==> src/rtl/demux_1_3_buf_pkg.sv <==
// Shared definitions for the 1-to-3 buffered demultiplexer: widths, select codes
// and the saturating drop counter helper.
package demux_1_3_buf_pkg;

    localparam int DATA_W_DEF = 32;
    localparam int DROP_CNT_W = 8;
    localparam int NUM_OUT    = 3;

    typedef enum logic [1:0] {
        SEL_OUT0 = 2'b00,
        SEL_OUT1 = 2'b01,
        SEL_OUT2 = 2'b10,
        SEL_INV  = 2'b11
    } sel_e;

    function automatic logic [DROP_CNT_W-1:0] sat_inc(input logic [DROP_CNT_W-1:0] cnt);
        return (&cnt) ? cnt : cnt + 1'b1;
    endfunction

endpackage

==> src/rtl/demux_1_3_buf_fifo2.sv <==
// Two-entry FIFO used as the per-output buffer. full/empty are registered
// views of the occupancy so upstream ready never depends on the consumer.
module demux_fifo2 #(
    parameter int DATA_W = 32
) (
    input  logic              clk,
    input  logic              rst,
    input  logic              push,
    input  logic [DATA_W-1:0] push_data,
    input  logic              pop,
    output logic [DATA_W-1:0] head,
    output logic              full,
    output logic              empty
);

    logic [DATA_W-1:0] mem [2];
    logic              wr_ptr;
    logic              rd_ptr;
    logic [1:0]        count;
    logic              do_push;
    logic              do_pop;

    assign do_push = push && !full;
    assign do_pop  = pop && !empty;

    assign full  = (count == 2'd2);
    assign empty = (count == 2'd0);
    // Head reads as zero when empty so the output bus is clean out of reset.
    assign head  = empty ? '0 : mem[rd_ptr];

    always_ff @(posedge clk or posedge rst) begin
        if (rst) begin
            mem[0] <= '0;
            mem[1] <= '0;
            wr_ptr <= 1'b0;
            rd_ptr <= 1'b0;
            count  <= 2'd0;
        end else begin
            if (do_push) begin
                mem[wr_ptr] <= push_data;
                wr_ptr      <= ~wr_ptr;
            end
            if (do_pop) begin
                rd_ptr <= ~rd_ptr;
            end
            case ({do_push, do_pop})
                2'b10:   count <= count + 2'd1;
                2'b01:   count <= count - 2'd1;
                default: count <= count;
            endcase
        end
    end

endmodule

==> src/rtl/demux_1_3_buf.sv <==
// Routes each accepted word to one of three 2-deep output buffers by in_sel;
// words with the invalid code are dropped and counted.
module demux_1_3_buf
    import demux_1_3_buf_pkg::*;
#(
    parameter int DATA_W = DATA_W_DEF
) (
    input  logic                  clk,
    input  logic                  rst,
    input  logic [DATA_W-1:0]     in_data,
    input  logic [1:0]            in_sel,
    input  logic                  in_valid,
    output logic                  in_ready,
    output logic [DATA_W-1:0]     out0_data,
    output logic                  out0_valid,
    input  logic                  out0_ready,
    output logic [DATA_W-1:0]     out1_data,
    output logic                  out1_valid,
    input  logic                  out1_ready,
    output logic [DATA_W-1:0]     out2_data,
    output logic                  out2_valid,
    input  logic                  out2_ready,
    output logic                  err_drop,
    output logic [DROP_CNT_W-1:0] drop_cnt
);

    // Handshake: a transfer happens on a rising edge where valid and ready
    // are both high; valid never waits on ready.

    sel_e                sel;
    logic                accept;
    logic                drop;
    logic [NUM_OUT-1:0]  push;
    logic [NUM_OUT-1:0]  pop;
    logic [NUM_OUT-1:0]  full;
    logic [NUM_OUT-1:0]  empty;
    logic [NUM_OUT-1:0]  out_ready;
    logic [DATA_W-1:0]   head [NUM_OUT];

    assign sel       = sel_e'(in_sel);
    assign out_ready = {out2_ready, out1_ready, out0_ready};

    // Ready looks only at the addressed buffer, so a stalled output never
    // blocks words bound elsewhere.
    always_comb begin
        in_ready = 1'b1;
        case (sel)
            SEL_OUT0: in_ready = ~full[0];
            SEL_OUT1: in_ready = ~full[1];
            SEL_OUT2: in_ready = ~full[2];
            SEL_INV:  in_ready = 1'b1;
            default:  in_ready = 1'b1;
        endcase
    end

    assign accept = in_valid && in_ready;
    assign drop   = accept && (sel == SEL_INV);

    always_comb begin
        push = '0;
        if (accept) begin
            case (sel)
                SEL_OUT0: push[0] = 1'b1;
                SEL_OUT1: push[1] = 1'b1;
                SEL_OUT2: push[2] = 1'b1;
                default:  push    = '0;
            endcase
        end
    end

    assign pop = ~empty & out_ready;

    for (genvar n = 0; n < NUM_OUT; n++) begin : g_fifo
        demux_fifo2 #(
            .DATA_W(DATA_W)
        ) u_fifo (
            .clk      (clk),
            .rst      (rst),
            .push     (push[n]),
            .push_data(in_data),
            .pop      (pop[n]),
            .head     (head[n]),
            .full     (full[n]),
            .empty    (empty[n])
        );
    end

    assign out0_data  = head[0];
    assign out1_data  = head[1];
    assign out2_data  = head[2];
    assign out0_valid = ~empty[0];
    assign out1_valid = ~empty[1];
    assign out2_valid = ~empty[2];

    always_ff @(posedge clk or posedge rst) begin
        if (rst) begin
            err_drop <= 1'b0;
            drop_cnt <= '0;
        end else if (drop) begin
            err_drop <= 1'b1;
            drop_cnt <= sat_inc(drop_cnt);
        end
    end

endmodule

==> config.mk <==
export PLATFORM = sky130hd
export DESIGN_NAME = demux_1_3_buf
export DESIGN_NICKNAME = d
export VERILOG_FILES = /design/src/rtl/demux_1_3_buf_pkg.sv /design/src/rtl/demux_1_3_buf_fifo2.sv /design/src/rtl/demux_1_3_buf.sv
export SDC_FILE = /design/constraint.sdc
export NUM_CORES = 1
export LEC_CHECK = 0
export ABC_AREA = 1
export ABC_CLOCK_PERIOD_IN_PS = 9400
export CORE_MARGIN = 1
export CORE_UTILIZATION = 50
export DETAILED_ROUTE_END_ITERATION = 10
export GPL_ROUTABILITY_DRIVEN = 0
export PLACE_DENSITY = 0.79
export SETUP_SLACK_MARGIN = 0.02
export SLEW_MARGIN = 20
export SYNTH_ARGS = -nofsm -noshare
export SYNTH_HDL_FRONTEND = slang
export SYNTH_SLANG_ARGS = --single-unit
==> constraint.sdc <==
create_clock -name clk -period 9.4 [get_ports clk]
set_clock_uncertainty 0.2 [all_clocks]
set_input_delay 0.94 -clock clk [delete_from_list [all_inputs] [get_ports clk]]
set_output_delay 0.94 -clock clk [all_outputs]
set_load 0.005 [all_outputs]
Word level (Yosys, flattened, before mapping)
Index checks and enable logic that the tools add are counted.
Operators by class
  add/sub/neg operators: 7
  order comparisons: 9
  equality and inequality tests: 12
  muxes and demuxes: 29
  bitwise operators: 21
  reductions and logical operators: 26
Operators by type and width (count)
  two-way mux 32 bit: 15
  bitwise mux 64 bit: 3
  demux 32 bit (select 1 bit): 3
  == test 2 bit, second input constant: 8
  NOT 1 bit: 13
  greater-or-equal comparator 2 bit, second input constant: 6
  NOT 1 -> 2 bit: 6
  one-hot mux 2 bit (2 select lines): 3
  logical AND 1 bit: 11
  adder 8 x 1 -> 8 bit, second input constant: 1
  == test 2 x 1 -> 1 bit, second input constant: 4
  zero test 2 bit: 4
  AND reduction 8 bit: 1
  adder 2 x 1 -> 2 bit, second input constant: 3
  zero test 1 bit: 6
  < comparator 2 x 1 -> 1 bit, second input constant: 3
  nonzero test 2 bit: 3
  subtractor 2 x 1 -> 2 bit, second input constant: 3
  one-hot mux 1 bit (4 select lines): 1
  AND 3 bit: 1
  two-way mux 1 bit: 3
  two-way mux 3 bit: 1
  NOT 3 bit: 1
  AND reduction 2 bit: 1
Word-level totals
  flip-flop bits (word level): 213
  output and inout port bits: 109
  word-level logic and storage cells: 121

Longest topological paths before layout
  depth in word-level cells: 8
  depth in mapped cells: 12
  mapped depth without buffers: 11

Modules after synthesis
From an unflattened synthesis, not the netlist that was laid out.
Second synthesis, totals
  cells, all modules: 1356
  area total of the unflattened synthesis: 10795.4 um^2
Modules (own cells, without submodules)
  demux_fifo2: times used 3, cells each 421, area an instance 3385.7 um^2
  demux_1_3_buf: times used 1, cells each 93, area an instance 638.1 um^2

Least setup slack after synthesis
OpenSTA, ideal clock, no wires.
  kind: input-to-output
  start: in in_sel[1]
  end: out in_ready
  data arrival time: 1454 ps
  required time: 8260 ps
  path slack: 6806 ps
  cell stages on the path: 5
  cell sequence: inv_1 -> nor2_4 -> nand2_1 -> nand2_1 -> nor2_4
Between the ends
  cells in the longest elaborated chain, start to end: 2
  elaborated cells between the ends (all ways): 5
RTL lines
  start, declared: line demux_1_3_buf.sv:11  | input logic [1:0] in_sel,
  == test 2 bit (tied with other cells): line demux_1_3_buf.sv:47  | case (sel)
  one-hot mux 1 bit (4 select lines) *: line demux_1_3_buf.sv:47
  end, declared: line demux_1_3_buf.sv:13  | output logic in_ready,
Every way passes the cells marked *; elsewhere a longest branch is shown, timed or not.

Final worst setup path
  start: in in_sel[1]
  end: reg g_fifo[2].u_fifo.count[1]
Between the ends
  cells in the longest elaborated chain, start to end: 7
  elaborated cells between the ends (all ways): 13
RTL lines
  == test 2 bit (tied with other cells): line demux_1_3_buf.sv:47
  one-hot mux 1 bit (4 select lines): line demux_1_3_buf.sv:47
  logical AND 1 bit: line demux_1_3_buf.sv:56  | assign accept = in_valid && in_ready;
  two-way mux 3 bit *: line demux_1_3_buf.sv:61  | if (accept) begin
  logical AND 1 bit *: line demux_1_3_buf_fifo2.sv:23  | assign do_push = push && !full;
  == test 2 x 1 -> 1 bit or == test 2 bit (tied branches): line demux_1_3_buf_fifo2.sv:46  | case ({do_push, do_pop})
  one-hot mux 2 bit (2 select lines) or nonzero test 2 bit (tied branches)
  end signal, assigned: line demux_1_3_buf_fifo2.sv:47  | 2'b10: count <= count + 2'd1;
  end signal, assigned: line demux_1_3_buf_fifo2.sv:48  | 2'b01: count <= count - 2'd1;
  end signal, assigned: line demux_1_3_buf_fifo2.sv:49  | default: count <= count;
  end, declared: line demux_1_3_buf_fifo2.sv:19  | logic [1:0] count;
Marks and branches as above.
A chain may end at the register's enable or synchronous reset.

==> flow_metrics.py <==
metrics = {
    "clock_tree": {
        "clock_path_buffers": 3,
        "htreeDepth": 1,
        "numCtsBuffers": 23,
        "post_cts_resized": 0,
        "clkLatencyLatePin_ns": 0.51,
        "clkSlewWorstSetupHoldPaths_ns": 0.06,
        "cts_sinks": 213,
        "cts_tree": "done",
        "cts_root_buf": "clkbuf_16",
        "cts_setup_buffers": 0,
        "hold_buffers": 0,
    },
    "placed_design": {
        "place_area_sq_um": 11670,
        "portBuffers": 148,
        "hpwl_mm": 16.88,
        "dp_slack_ns": 4.337,
        "dpl.cell_count": 1602,
    },
    "die": {
        "num_rows": 51,
        "core_sq_um": 19720,
        "fp.dieW_um": 145.0,
        "start_util_pct": 51.82,
        "die_area_sq_um": 21010,
        "fp.dieH_um": 145.0,
        "pin_count": 149,
    },
    "drt": {
        "detail_route.wl_per_cell_um": 16.79,
        "drc": 0,
        "drt_wl_total_mm": 27.53,
        "drt-initial-drc-count": 680,
        "vias": 9195,
        "ant_nets": 0,
        "first_pass_iters": 5,
        "avgViaCountPerCell": 5.607,
    },
    "grt": {
        "grt_usage_pct": 26.11,
        "grt_pass1_vias": 8431,
        "grt_max_degree": 145,
        "grt_overflow": 0,
        "grt_pass1_wl_mm": 44.51,
        "antenna_found_initial": 0,
    },
    "hold_path": {
        "min_from": "err_drop",
        "min_path_type": "flop to flop",
    },
    "job": {
        "max-cap-violations": 0,
    },
    "run_status": {
        "outcome": "finished, final reports clean",
    },
    "timing": {
        "min_period_ns": 4.571,
        "drv_slew": 0,
        "setup_viol": 0,
        "worst_pin_slew_ns": 1.111,
        "tns_ns": 0,
        "rsz0062_at_grt": "no",
        "final.period_utilization_pct": 48.63,
        "slew_headroom_pct": 25.85,
        "fmax_mhz": 218.8,
        "hold_viol_final": 0,
        "setup_ws_ns": 4.829,
    },
    "synth": {
        "syn_area_sq_um": 10220,
        "yosys_warnings": 0,
        "synth_cells": 1276,
        "synthesis.nets": 1320,
        "ys_ff_latch": 213,
        "synth.distinct_cells": 27,
        "syn_avg_cell_area_sq_um": 8.008,
        "ys_seq_area_share_pct": 52.16,
    },
    "final_layout": {
        "n_antenna_cell": 0,
        "n_fill_cell": 1690,
        "final_common_cell": "nand2_1",
        "drive_gt1_share_pct": 4.873,
        "finalNonFillerCells": 1640,
        "final_cell_mix": "553 x nand2_1, 211 x dfrtp_1, 148 x clkdlybuf4s50_1",
        "nNetsFinal": 1406,
        "area_growth_pct": 21.18,
        "design_area_sq_um": 12380,
    },
    "worst_setup_path": {
        "worstPathMaxFanout": 93,
        "worstSetupEndpointType": "flop",
        "critPathLaunchType": "primary input",
        "worstPathRequired_ns": 9.59,
        "crit_type": "primary input to flop",
        "cp_data_arrival_time_ns": 4.76,
        "critPathLaunch": "in_sel[1]",
        "timing.rr.start": "g_fifo[0].u_fifo.count[1]",
    },
    "power_and_ir_drop": {
        "leakagePower_nw": 5.922,
        "power_mw": 4.407,
        "vdd_ir_drop_max_mv": 0.2255,
        "cellPowerDensity_nw_per_um2": 355.9,
    },
}
[report_power, final]
part | internal, mW | switching (mW)
Sequential | 1.36 | 0.293
Clock | 0.508 | 0.360
Combinational | 0.891 | 0.998
[critical path: stages]
cell and delay [ns]:
clkdlybuf4s50_1 0.50, inv_1 0.14, nor2_4 0.03, buf_4 0.34, nand2_1 0.17, nand3_1 0.13, nor2_4 0.76, buf_4 0.83
nand2_1 0.18, ha_1 0.36, a21oi_1 0.11, o21ai_0 0.11, xor2_1 0.15
[path summary, 6_finish.rpt]
kind                       slack (ns)                   endpoint  cells after the start
setup / recovery                 4.83  g_fifo[2].u_fifo.count[1]                     13
hold / removal                   0.26                   err_drop                      1
setup reg to reg                 5.79  g_fifo[2].u_fifo.count[1]                     11
hold reg to reg                  0.26                   err_drop                      1
max in group asynchronous        6.58    g_fifo[1].u_fifo.rd_ptr                      3
min in group asynchronous        0.83   g_fifo[0].u_fifo.mem[26]                      2
[synth_stat cells]
cell      number  share of area [%]
nand3b_1       3               0.22
a21oi_1       99                4.8
nand4_4        4               0.83
nand3_1        3               0.15
xnor2_1        4               0.34
buf_1          4               0.15
nor2_2         3               0.18
ha_1           4               0.49
clkbuf_1      53                1.9
nand2_1      553                 20
nand2_2        1              0.061
nand4_1      136                8.3
buf_4         10               0.73
clkinv_1       1              0.037
nor2_1        12               0.44
xor2_1         8               0.69
nor2_4         5               0.55
o21ai_1       19               0.93
inv_2          3               0.11
inv_1         55                2.0
o21ai_0       50                2.4
nand3_4        1               0.17
a21o_1         1              0.073
nand4_2        1               0.12
buf_2         27                1.3
dfrtp_1      213                 52
buf_6          3               0.33
[layer usage]
| metal | part of all wire, % | routed length [um] | global-route usage, % | up-vias |
|---|---|---|---|---|
| met4 | 3.1 | 867 | 8.883 | 0 |
| met1 | 42 | 11490 | 36.62 | 4376 |
| met3 | 8.0 | 2191 | 3.774 | 59 |
| met2 | 47 | 12980 | 41.49 | 394 |
| met5 | 0 | 0 | 0 | - |
| li1 | - | - | - | 4366 |
[logic make-up (layout without fill, tap and decap cells)]
logic type | Yosys count | count (layout) | share of synthesized area [%]
adder cells (fa/ha/maj) | 4 | 4 | 0.4898
flip-flops | 213 | 213 | 52.16
AND/OR/NAND/NOR | 722 | 722 | 31.37
XOR/XNOR | 12 | 12 | 1.029
buffers and inverters | 156 | 255 | 6.649
AO/OA/AOI/OAI | 169 | 169 | 8.302
[sequential cells by signal, indices dropped and copies added, names as in the netlist]
register	cells
err_drop	1
g_fifo.u_fifo.rd_ptr	3
drop_cnt	8
g_fifo.u_fifo.wr_ptr	3
g_fifo.u_fifo.count	6
g_fifo.u_fifo.mem	192
[cell type report]
type / count / area, sq um / share of cell area [%]
inverter: 59 / 229.0 / 1.849
multi-input combinational: 907 / 4219 / 34.07
clock inverter: 6 / 65.06 / 0.5254
sequential: 213 / 5333 / 43.06
clock buffer: 32 / 649.4 / 5.244
tap: 265 / 331.6 / 2.678
timing repair buffer: 158 / 1556 / 12.57
[metrics by stage]
step / util [%] / hold slack (ns)
4_1_cts: 62.80 / 0.2647
3_5_place_dp: 59.17 / 0.2459
5_1_grt: 62.80 / 0.2811
6_report: 62.80 / 0.2590
2_1_floorplan: - / 0.2366
3_3_place_gp: 59.17 / 0.2475
Power figures use the tool's default switching activity.
